### src/rtl/filter_load_ctrl.sv
// Coefficient load sequencer: fetches a 3x3 or 5x5 kernel word-by-word through a
// single-outstanding read port and holds it as a zero-padded 5x5 array for the engine.
module filter_load_ctrl #(
    parameter int DATA_W = 16,
    parameter int ADDR_W = 16
) (
    input  logic                  clk,
    input  logic                  rst_n,
    input  logic                  start,
    input  logic                  ksize,
    input  logic [ADDR_W-1:0]     base_addr,
    input  logic                  release_in,
    output logic                  rd_en,
    output logic [ADDR_W-1:0]     rd_addr,
    input  logic                  rd_valid,
    input  logic [DATA_W-1:0]     rd_data,
    output logic [25*DATA_W-1:0]  filter_out,
    output logic                  filter_valid,
    output logic                  done,
    output logic                  busy
);

    localparam logic [1:0] S_IDLE = 2'd0;
    localparam logic [1:0] S_REQ  = 2'd1;
    localparam logic [1:0] S_WAIT = 2'd2;
    localparam logic [1:0] S_HOLD = 2'd3;

    logic [1:0]               state_q, state_d;
    logic                     ksize_q, ksize_d;
    logic [ADDR_W-1:0]        base_q, base_d;
    logic [4:0]               k_q, k_d;
    logic [2:0]               row_q, row_d;
    logic [2:0]               col_q, col_d;
    logic [24:0][DATA_W-1:0]  filter_q, filter_d;
    logic                     rd_en_q, rd_en_d;
    logic [ADDR_W-1:0]        rd_addr_q, rd_addr_d;
    logic                     filter_valid_q, filter_valid_d;
    logic                     done_q, done_d;
    logic                     busy_q, busy_d;
    logic [2:0]               col_max_s;
    logic [4:0]               k_last_s;

    // Row/column are tracked alongside k so the 5-wide array slot needs no divider.
    function automatic logic [4:0] coef_index(input logic [2:0] row, input logic [2:0] col);
        return ({2'b00, row} * 5'd5) + {2'b00, col};
    endfunction

    // Kernel geometry of the load in progress.
    always_comb begin
        if (ksize_q) begin
            col_max_s = 3'd4;
            k_last_s  = 5'd24;
        end else begin
            col_max_s = 3'd2;
            k_last_s  = 5'd8;
        end
    end

    // Next-state, array update and registered-output computation.
    always_comb begin
        state_d  = state_q;
        ksize_d  = ksize_q;
        base_d   = base_q;
        k_d      = k_q;
        row_d    = row_q;
        col_d    = col_q;
        filter_d = filter_q;
        done_d   = 1'b0;

        case (state_q)
            S_IDLE, S_HOLD: begin
                // start outranks release so a queued reload is never lost.
                if (start) begin
                    ksize_d  = ksize;
                    base_d   = base_addr;
                    k_d      = 5'd0;
                    row_d    = 3'd0;
                    col_d    = 3'd0;
                    filter_d = '0;
                    state_d  = S_REQ;
                end else if ((state_q == S_HOLD) && release_in) begin
                    state_d = S_IDLE;
                end else begin
                    state_d = state_q;
                end
            end
            S_REQ: begin
                state_d = S_WAIT;
            end
            S_WAIT: begin
                if (rd_valid) begin
                    filter_d[coef_index(row_q, col_q)] = rd_data;
                    if (k_q == k_last_s) begin
                        done_d  = 1'b1;
                        state_d = S_HOLD;
                    end else begin
                        k_d     = k_q + 5'd1;
                        state_d = S_REQ;
                        if (col_q == col_max_s) begin
                            col_d = 3'd0;
                            row_d = row_q + 3'd1;
                        end else begin
                            col_d = col_q + 3'd1;
                            row_d = row_q;
                        end
                    end
                end else begin
                    state_d = S_WAIT;
                end
            end
            default: begin
                state_d = S_IDLE;
            end
        endcase

        rd_en_d        = (state_d == S_REQ);
        busy_d         = (state_d == S_REQ) || (state_d == S_WAIT);
        filter_valid_d = (state_d == S_HOLD);
        if (state_d == S_REQ) begin
            rd_addr_d = base_d + ADDR_W'(k_d);
        end else begin
            rd_addr_d = rd_addr_q;
        end
    end

    // State and output registers; reset aborts any load in flight.
    always_ff @(posedge clk or negedge rst_n) begin
        if (!rst_n) begin
            state_q        <= S_IDLE;
            ksize_q        <= 1'b0;
            base_q         <= '0;
            k_q            <= 5'd0;
            row_q          <= 3'd0;
            col_q          <= 3'd0;
            filter_q       <= '0;
            rd_en_q        <= 1'b0;
            rd_addr_q      <= '0;
            filter_valid_q <= 1'b0;
            done_q         <= 1'b0;
            busy_q         <= 1'b0;
        end else begin
            state_q        <= state_d;
            ksize_q        <= ksize_d;
            base_q         <= base_d;
            k_q            <= k_d;
            row_q          <= row_d;
            col_q          <= col_d;
            filter_q       <= filter_d;
            rd_en_q        <= rd_en_d;
            rd_addr_q      <= rd_addr_d;
            filter_valid_q <= filter_valid_d;
            done_q         <= done_d;
            busy_q         <= busy_d;
        end
    end

    assign rd_en        = rd_en_q;
    assign rd_addr      = rd_addr_q;
    assign filter_out   = filter_q;
    assign filter_valid = filter_valid_q;
    assign done         = done_q;
    assign busy         = busy_q;

endmodule

### config.mk
export PLATFORM = sky130hd
export DESIGN_NAME = filter_load_ctrl
export DESIGN_NICKNAME = d
export VERILOG_FILES = /design/src/rtl/filter_load_ctrl.sv
export SDC_FILE = /design/constraint.sdc
export NUM_CORES = 1
export LEC_CHECK = 0
export ABC_AREA = 1
export CAP_MARGIN = 20
export CORE_ASPECT_RATIO = 1.75
export CORE_MARGIN = 5
export CORE_UTILIZATION = 50
export DETAILED_ROUTE_END_ITERATION = 12
export GPL_TIMING_DRIVEN = 0
export PLACE_DENSITY = 0.92
export SLEW_MARGIN = 15
export SYNTH_ARGS = -nofsm -noshare
export SYNTH_HDL_FRONTEND = slang
export SYNTH_SLANG_ARGS = --single-unit
### constraint.sdc
create_clock -name clk -period 3.1 [get_ports clk]
set_input_delay 0.465 -clock clk [delete_from_list [all_inputs] [get_ports clk]]
set_output_delay 0.465 -clock clk [all_outputs]
set_load 0.01 [all_outputs]
# Word level (Yosys, flattened, before mapping)
# Index checks and enable logic that the tools add are counted.
[totals] register_bits=450 latch_bits=0 ramBits=0 rom_bits=0 elab_cells=97 mem_count=0
[classes] n_addsub=5 multipliers=1 n_div=0 order_cmp=2 eq_ne=12 shifts=0 mux=31 bitwise=0 n_reduce_logical=10
[ops] operator="$mux 400" n=2
[ops] operator="$pmux 400 s2" n=1
[ops] operator="$bwmux 400" n=1
[ops] operator="$demux 16 s5" n=1
[ops] operator="$mux 16" n=3
[ops] operator="$mux 3" n=8
[ops] operator="$mux 5" n=4
[ops] operator="$add 16x5->16" n=1
[ops] operator="$pmux 3 s2" n=2
[ops] operator="$pmux 5 s2" n=1
[ops] operator="$eq 2x2->1 const B" n=4
[ops] operator="$mux 2" n=4
[ops] operator="$ne 2x2->1 const B" n=4
[ops] operator="$add 3x1->3 const B" n=2
[ops] operator="$lt 5x6->1 const B" n=1
[ops] operator="$pmux 2 s3" n=1
[ops] operator="$add 5x1->5 const B" n=1
[ops] operator="$add 5x3->5" n=1
[ops] operator="$eq 5x5->1" n=1
[ops] operator="$ge 5x1->1 const B" n=1
[ops] operator="$mul 3x3->5 const B" n=1
[ops] operator="$reduce_and 5->1" n=1
[ops] operator="$eq 2x1->1 const B" n=2
[ops] operator="$reduce_and 4->1" n=1
[ops] operator="9 further kinds" n=12

# Logic depth before layout (Yosys ltp)
[logic_depth] word_depth=9 mapped_depth=20

# Worst setup path before layout
# Ideal clock, no wire load.
[synth_path] kind="register to register" from="register state_q[0]" to="register rd_addr_q[10] (netlist: rd_addr[10])" t_arrival_ps=2616 required_ps=2983 path_slack_ps=367 stages_incl_launch_ff=16 synth_period_minus_slack_ps=2733 cell_sequence="dfrtp_1 -> inv_1 -> ha_1 -> nand2_2 -> buf_4 -> mux2_2 -> ha_1 -> fa_1 -> nand3_1 -> nand2_1 -> nand3_1 -> nand2_4 -> nand2_1 -> nand3_1 -> nand3_1 -> nand2_1"
[synth_between] elab_cells_between_ends=13
[synth_lines] element="start: declaration" line="28" source="logic [1:0] state_q, state_d;"
[synth_lines] element="start signal: assignment" line="142" source="state_q <= state_d;"
[synth_lines] element="$eq 2x2->1 or $logic_not 2->1 (tied branches)" line="70" source="case (state_q)"
[synth_lines] element="$reduce_or 2->1 (*)" line="70"
[synth_lines] element="$mux 16 (*)" line="70"
[synth_lines] element="named net base_d[0]" line="30" source="logic [ADDR_W-1:0] base_q, base_d;"
[synth_lines] element="$add 16x5->16 (*)" line="120" source="rd_addr_d = base_d + ADDR_W'(k_d);"
[synth_lines] element="end signal: assignment" line="150" source="rd_addr_q <= rd_addr_d;"
[synth_lines] element="end: declaration" line="36" source="logic [ADDR_W-1:0] rd_addr_q, rd_addr_d;"
# Mark *: on every way through the listed nets, which the timed path passes. The rest lies on a longest branch.
# A chain may end at the register's enable or synchronous reset.

# Final worst setup path
[layout_path] from="register row_q[0]" to="register filter_q, in the netlist filter_out[316]"
[layout_between] elab_chain_cells=9 elab_cells_between_ends=10
[layout_rtl] element="start: declaration" line="32" source="logic [2:0] row_q, row_d;"
[layout_rtl] element="start signal: assignment" line="146" source="row_q <= row_d;"
[layout_rtl] element="$mul 3x3->5 (*)" line="45" source="return ({2'b00, row} * 5'd5) + {2'b00, col};"
[layout_rtl] element="$add 5x3->5 (*)" line="45"
[layout_rtl] element="$lt 5x6->1 (implied by the code) or $ge 5x1->1 (tied branches)" line="92" source="filter_d[coef_index(row_q, col_q)] = rd_data;"
[layout_rtl] element="$logic_and 1x1->1 (implied by the code)" line="92"
[layout_rtl] element="$mux 16 (implied by the code)" line="92"
[layout_rtl] element="$demux 16 s5 (*)" line="92"
[layout_rtl] element="$bwmux 400 (*)" line="92"
[layout_rtl] element="$mux 400 (*)" line="91" source="if (rd_valid) begin"
[layout_rtl] element="$pmux 400 s2 (*)" line="70"
[layout_rtl] element="end signal: assignment" line="148" source="filter_q <= filter_d;"
[layout_rtl] element="end: declaration" line="34" source="logic [24:0][DATA_W-1:0] filter_q, filter_d;"
# Mark *: on every way between the ends. The rest lies on a longest branch, timed or not. The select of a mux whose other input is x is not followed.

==> impl_metrics.tcl <==
set metrics [dict create \
    status "complete, no violations" \
    cts_sinks 450 \
    rsz0062_at_grt "false" \
    crit_type "register to register" \
    drv_slew 0 \
    drtIter0Drc 1264 \
    yosysMostFrequentCell "nand2_1" \
    dr.pass1.iters 6 \
    synthDistinctLibCells 47 \
    wirelength_mm 68.9 \
    stdcell_count 3188 \
    place_hpwl_mm 51.2 \
    period_share_pct 96.8 \
    place_inst 3105 \
    cp-start-kind "register" \
    grt_max_degree 107 \
    grt_overflow 0 \
    max-slew-margin-rel_pct 43.6 \
    antenna_left 0 \
    grt_pass1_vias 17916 \
    cp_max_fo 10 \
    cts_tree "built" \
    netlist.area_leader.share_pct 58.8 \
    synth.top_cells.by_count "nand2_1 (1195), dfrtp_1 (450), inv_1 (83)" \
    multiInputGateArea_um2 6760 \
    seq_area_um2 11300 \
    die_w_um 158 \
    final_area_um2 26000 \
    die_y_um 269 \
    finClkSkew_ns 0.0242 \
    cp_cell_sequence "ha_1 > ha_1 > inv_1 > fa_2 > xor2_4 > buf_6 > nand4_1 > nand2_1 > nand2_4 > buf_8 > nand2_2 > nand2_1" \
    h-tree-depth 2 \
    antenna_found_initial 2 \
    initial_utilization_pct 50.2 \
    synth_area_leaders "dfrtp_1 (59%), nand2_1 (23%), nand2_2 (2.3%), inv_1 (1.6%), ha_1 (1.4%)" \
    drc 0 \
    numCtsBuffers 40 \
    p_leak_nw 13.8 \
    synth_cells 2159 \
    max_freq_mhz 333 \
    port_buffers 456 \
    synthFlopType "dfrtp_1" \
    setup_tns_ns 0 \
    final-setup-viol-count 0 \
    timing.final.hold_violations 0 \
    fin_worst_hold_slack_ns 0.345 \
    syn_area_um2 19200 \
    cts-root-buf "clkbuf_16" \
    ys_warn_count 0 \
    vias_per_cell 5.47 \
    critPathRequiredTime_ns 3.51 \
    worst_path_largest_cell_delay_ns 0.43 \
    gp_congestion 1.01 \
    synth.net_count 2221 \
    n_fill_cell 2667 \
    num_io_pins 458 \
    synth_area_per_cell_um2 8.87 \
    std_cell_rows 95 \
    coreArea_um2 38200 \
    synth_edf_count 0 \
    nNetsFinal 2734 \
    clk_path_buf_depth 3 \
    layout-area-overhead-vs-synth_pct 35.7 \
    clk_pin_slew_ns 0.07 \
    ir_worst_vdd_v 0.000779 \
    grt_pass1_wl_mm 103 \
    ys_async_sr_fraction_pct 100 \
    powerDensity_nw_per_um2 712 \
    synth_top_area_cell "dfrtp_1" \
    crit_slowest_cell "dfrtp_1" \
    arrival_ns 3.41 \
    clkLatencyLatePin_ns 0.54 \
    ys_seq_elements 450 \
    tightest_slew_ns 0.845 \
    min_period_ns 3.00 \
    hold_class "primary input to register" \
    layout-drive-gt1-share_pct 12.8 \
    maxCapViolations 0 \
    synth-seq-area-share_pct 58.8 \
    p_total_w 0.0185 \
    post_dp_cell_area_um2 24500 \
    dieArea_um2 42500 \
    cp-end-kind "register" \
    vias 17427 \
    wl_per_cell_um 21.6 \
    groute.usage.overall_pct 31.8 \
]
-- layout by cell type, fill, tap and decap left out, drive strengths merged, types with 9 or more instances in the layout --
cell type      count
a21oi              9
buf              106
clkbuf            64
clkdlybuf4s50    455
clkinv             9
dfrtp            450
ha                22
inv              117
nand2           1287
nand3             40
nand4             30
nor2              24
o21ai             20
o22ai             32
-- sequential cells by signal (all words and copies together) (netlist names), 2 cells and up --
register    cells
base_q         16
col_q           3
state_q         2
rd_addr        16
k_q             5
row_q           3
filter_out    400
-- cell type report --
type	instances	area share [%]
Multi-Input combinational cell	1493	26.0
Timing Repair Buffer	472	18.4
Clock buffer	55	4.53
Clock inverter	17	0.683
Tap cell	485	2.33
Inverter	116	1.70
Antenna cell	1	0.00962
Sequential cell	450	43.3
Buffer	99	2.98
-- where the power goes --
part           internal (W)  total (W)  switching [W]  leakage, nW
clock               0.00293    0.00515        0.00222        0.665
sequential          0.00627    0.00650       0.000226         6.22
combinational       0.00234    0.00686        0.00452         6.88
total                0.0115     0.0185        0.00697         13.8
-- logic make-up after synthesis --
| kind of cell | count (synthesis) | share of synthesized area, % |
|---|---|---|
| AND/OR/NAND/NOR | 1387 | 30.3 |
| XOR/XNOR | 8 | 0.405 |
| buffers and inverters | 216 | 6.27 |
| multiplexers | 5 | 0.294 |
| flip-flops | 450 | 58.8 |
| adder cells (fa/ha/maj) | 24 | 1.65 |
| AO/OA/AOI/OAI | 69 | 2.31 |
-- what timing repair did --
item	CTS	global route
hold buffers	1	0
buffers inserted	5	5
setup endpoints to repair	69	181
resized for setup	9	22
pin swaps	6	7
hold endpoints to repair	47	0
-- final timing paths --
| path | slack [ns] | from | to | cells after the start |
|---|---|---|---|---|
| hold / removal | 0.34 | rd_valid | done | 3 |
| hold reg to reg | 0.47 | filter_out[209] | filter_out[209] | 2 |
| setup reg to reg | 0.1 | row_q[0] | filter_out[316] | 12 |
| setup / recovery | 0.1 | row_q[0] | filter_out[316] | 12 |
| max in group asynchronous | 1.09 | rst_n | filter_out[30] | 5 |
| min in group asynchronous | 0.45 | rst_n | base_q[1] | 2 |
-- metal layers --
metal	vias up	track usage (%)	part of all wire, %
li1	7607	-	-
met1	8436	35.0	32
met2	1084	55.0	51
met3	298	6.09	8.8
met4	2	22.0	8.2
met5	-	0	0.028
-- through the flow --
step / worst slack [ns] / utilization, %
after global placement: -17.11 / 63.8
after CTS: 0.00314 / 67.9
after detailed placement: -0.287 / 64.1
after floorplan: 0.367 / -
after global routing: 0.0182 / 68.1
final: 0.0992 / 68.1
-- critical path, delay by kind of cell, from the launching register on --
kind                       cells  cell delay (ns)
DFF                            1             0.43
adders and majority gates      3             1.02
buffers and inverters          3             0.41
and+or+nand+nor                5             0.71
xor gates and xnor gates       1             0.32
Power figures use the tool's default switching activity.
==> edit, RTL diff (config.mk and constraints unchanged) <==
Set the parameter `ADDR_W` to 17 (it was 16).
--- a/src/rtl/filter_load_ctrl.sv
+++ b/src/rtl/filter_load_ctrl.sv
@@ -4,3 +4,3 @@
     parameter int DATA_W = 16,
-    parameter int ADDR_W = 16
+    parameter int ADDR_W = 17
 ) (
Interface: changed (resized base_addr and rd_addr); port bits go from 458 to 460. The function was not compared with the original's and may differ.
==> edit against the unedited design <==
  * Total power rose by 0.64%
  * Setup slack got worse by 46 ps
  * Sequential share of layout area rose by 0.53 points
  * First-iteration DRC count rose by 8.2%
  * Largest power group unchanged
  * Synthesized cell count rose by 2.5%
  * Design area fell by 0.77%
  * Global-route usage rose by 0.14 points
  * Critical endpoint is now filter_out[215]
  * Highest routed layer is now met4
  * Sequential cell count rose by 2
  * Clock power rose by 6.4%
  * Routed wire length fell by 1.4%
  * Critical path type unchanged
  * Maximum frequency fell by 1.5%
  * Synthesized area fell by 1.9%
==> edit: results (changes against the unedited design) <==
INFO  metric mean_instance_size_in_the_synthesized_netlist = 8.493 um2 (-4.3%)
INFO  metric final_cell_count_no_fill = 3232 (+1.4%)
INFO  metric place_worst_setup_slack = -427.7 ps (-140.9 ps)
INFO  metric wl_met2 = 33600 um (-4.4%)
INFO  metric final_layout_size_suffix_gt1_share = 9.557% (-3.3 points)
INFO  metric dr_total_vias = 17445 (+0.10%)
INFO  metric use_met3 = 6.165% (+0.078 points)
INFO  metric post_route_clock_skew = 12.38 ps (-11.77 ps)
INFO  metric grt_first_pass_wirelength = 102200 um (-1.1%)
INFO  metric antenna_cells = 0 (-1)
INFO  metric route.layer.met1.wl = 22930 um (+4.0%)
INFO  metric pwr_density_cell = 722.0 nW/um2 (+1.4%)
INFO  metric design.final.nets = 2784 (+1.8%)
INFO  metric cpPeakStageDelay = 480 ps (+50 ps)
INFO  metric met2_usage = 54.07% (-0.94 points)
INFO  metric first_iter_violations = 1368 (+8.2%)
INFO  metric first_global_vias = 17746 (-0.95%)
INFO  metric drt_first_pass_iters = 5 (-1)
INFO  metric globalRouteTotalUtil = 31.97% (+0.14 points)
INFO  metric synth.lib_cells_used.distinct = 35 (-26%)
INFO  metric place.detailed.hpwl = 50120 um (-2.1%)
INFO  metric postSynthNetCount = 2276 (+2.5%)
INFO  metric status = finished, final reports clean
INFO  metric top_cells_by_area_synth = sky130_fd_sc_hd__dfrtp_1 (60%), sky130_fd_sc_hd__nand2_1 (26%), sky130_fd_sc_hd__inv_1 (2.2%)
INFO  metric numPlacedInstances = 3154 (+1.6%)
INFO  metric initial_antenna_violation_count = 0 (-2)
INFO  metric yosys-top-cells-count = sky130_fd_sc_hd__nand2_1 (1280), sky130_fd_sc_hd__dfrtp_1 (452), sky130_fd_sc_hd__inv_1 (111)
INFO  metric portBuffers = 457 (+0.22%)
INFO  metric gp_congestion = 0.9084 (-9.9%)
==> edit: path summary, 6_finish.rpt <==
path | cells after the start | end | from | slack (ps)
worst max-delay path | 13 | filter_out[215] | row_q[2] | 50
worst max register to register | 13 | filter_out[215] | row_q[2] | 50
worst min-delay path | 3 | k_q[0] | rd_valid | 350
min in group asynchronous | 2 | filter_out[97] | rst_n | 430
worst min register to register | 2 | filter_out[191] | filter_out[191] | 470
max in group asynchronous | 4 | filter_out[11] | rst_n | 1300
==> edit: cell type report <==
| cell class | instances | area share (%) |
|---|---|---|
| inverter | 135 | 1.974 |
| tap | 480 | 2.328 |
| clock buffer | 52 | 4.413 |
| clock inverter | 21 | 1.169 |
| timing repair buffer | 475 | 18.59 |
| buffer | 94 | 2.187 |
| sequential | 452 | 43.85 |
| multi-input combinational | 1523 | 25.49 |
==> edit: cells by family (layout without fill, tap and decap cells) <==
group | count (synthesis) | in the layout | synth area share (%)
AO/OA/AOI/OAI | 80 | 80 | 2.643
XOR/XNOR | 6 | 7 | 0.3195
adder cells (fa/ha/maj) | 24 | 24 | 1.678
buffers and inverters | 239 | 777 | 5.652
flip-flops | 452 | 452 | 60.18
multiplexers | 6 | 6 | 0.3594
AND/OR/NAND/NOR | 1406 | 1406 | 29.17
==> edit: repair_timing <==
action | 4_1_cts | 5_1_grt
hold buffers | 1 | 0
pin swaps | 5 | 8
endpoints found under the setup margin | 319 | 193
setup buffers | 2 | 11
cloned | 1 | 0
endpoints found under the hold margin | 55 | 0
resized for setup | 31 | 30
==> edit: power breakdown <==
group	leakage (nW)	total (W)	switching [W]	internal [W]
combinational	6.75	0.00658	0.00463	0.00195
clock	0.714	0.00548	0.00228	0.00320
sequential	6.23	0.00656	0.000242	0.00632
total	13.7	0.0186	0.00716	0.0115
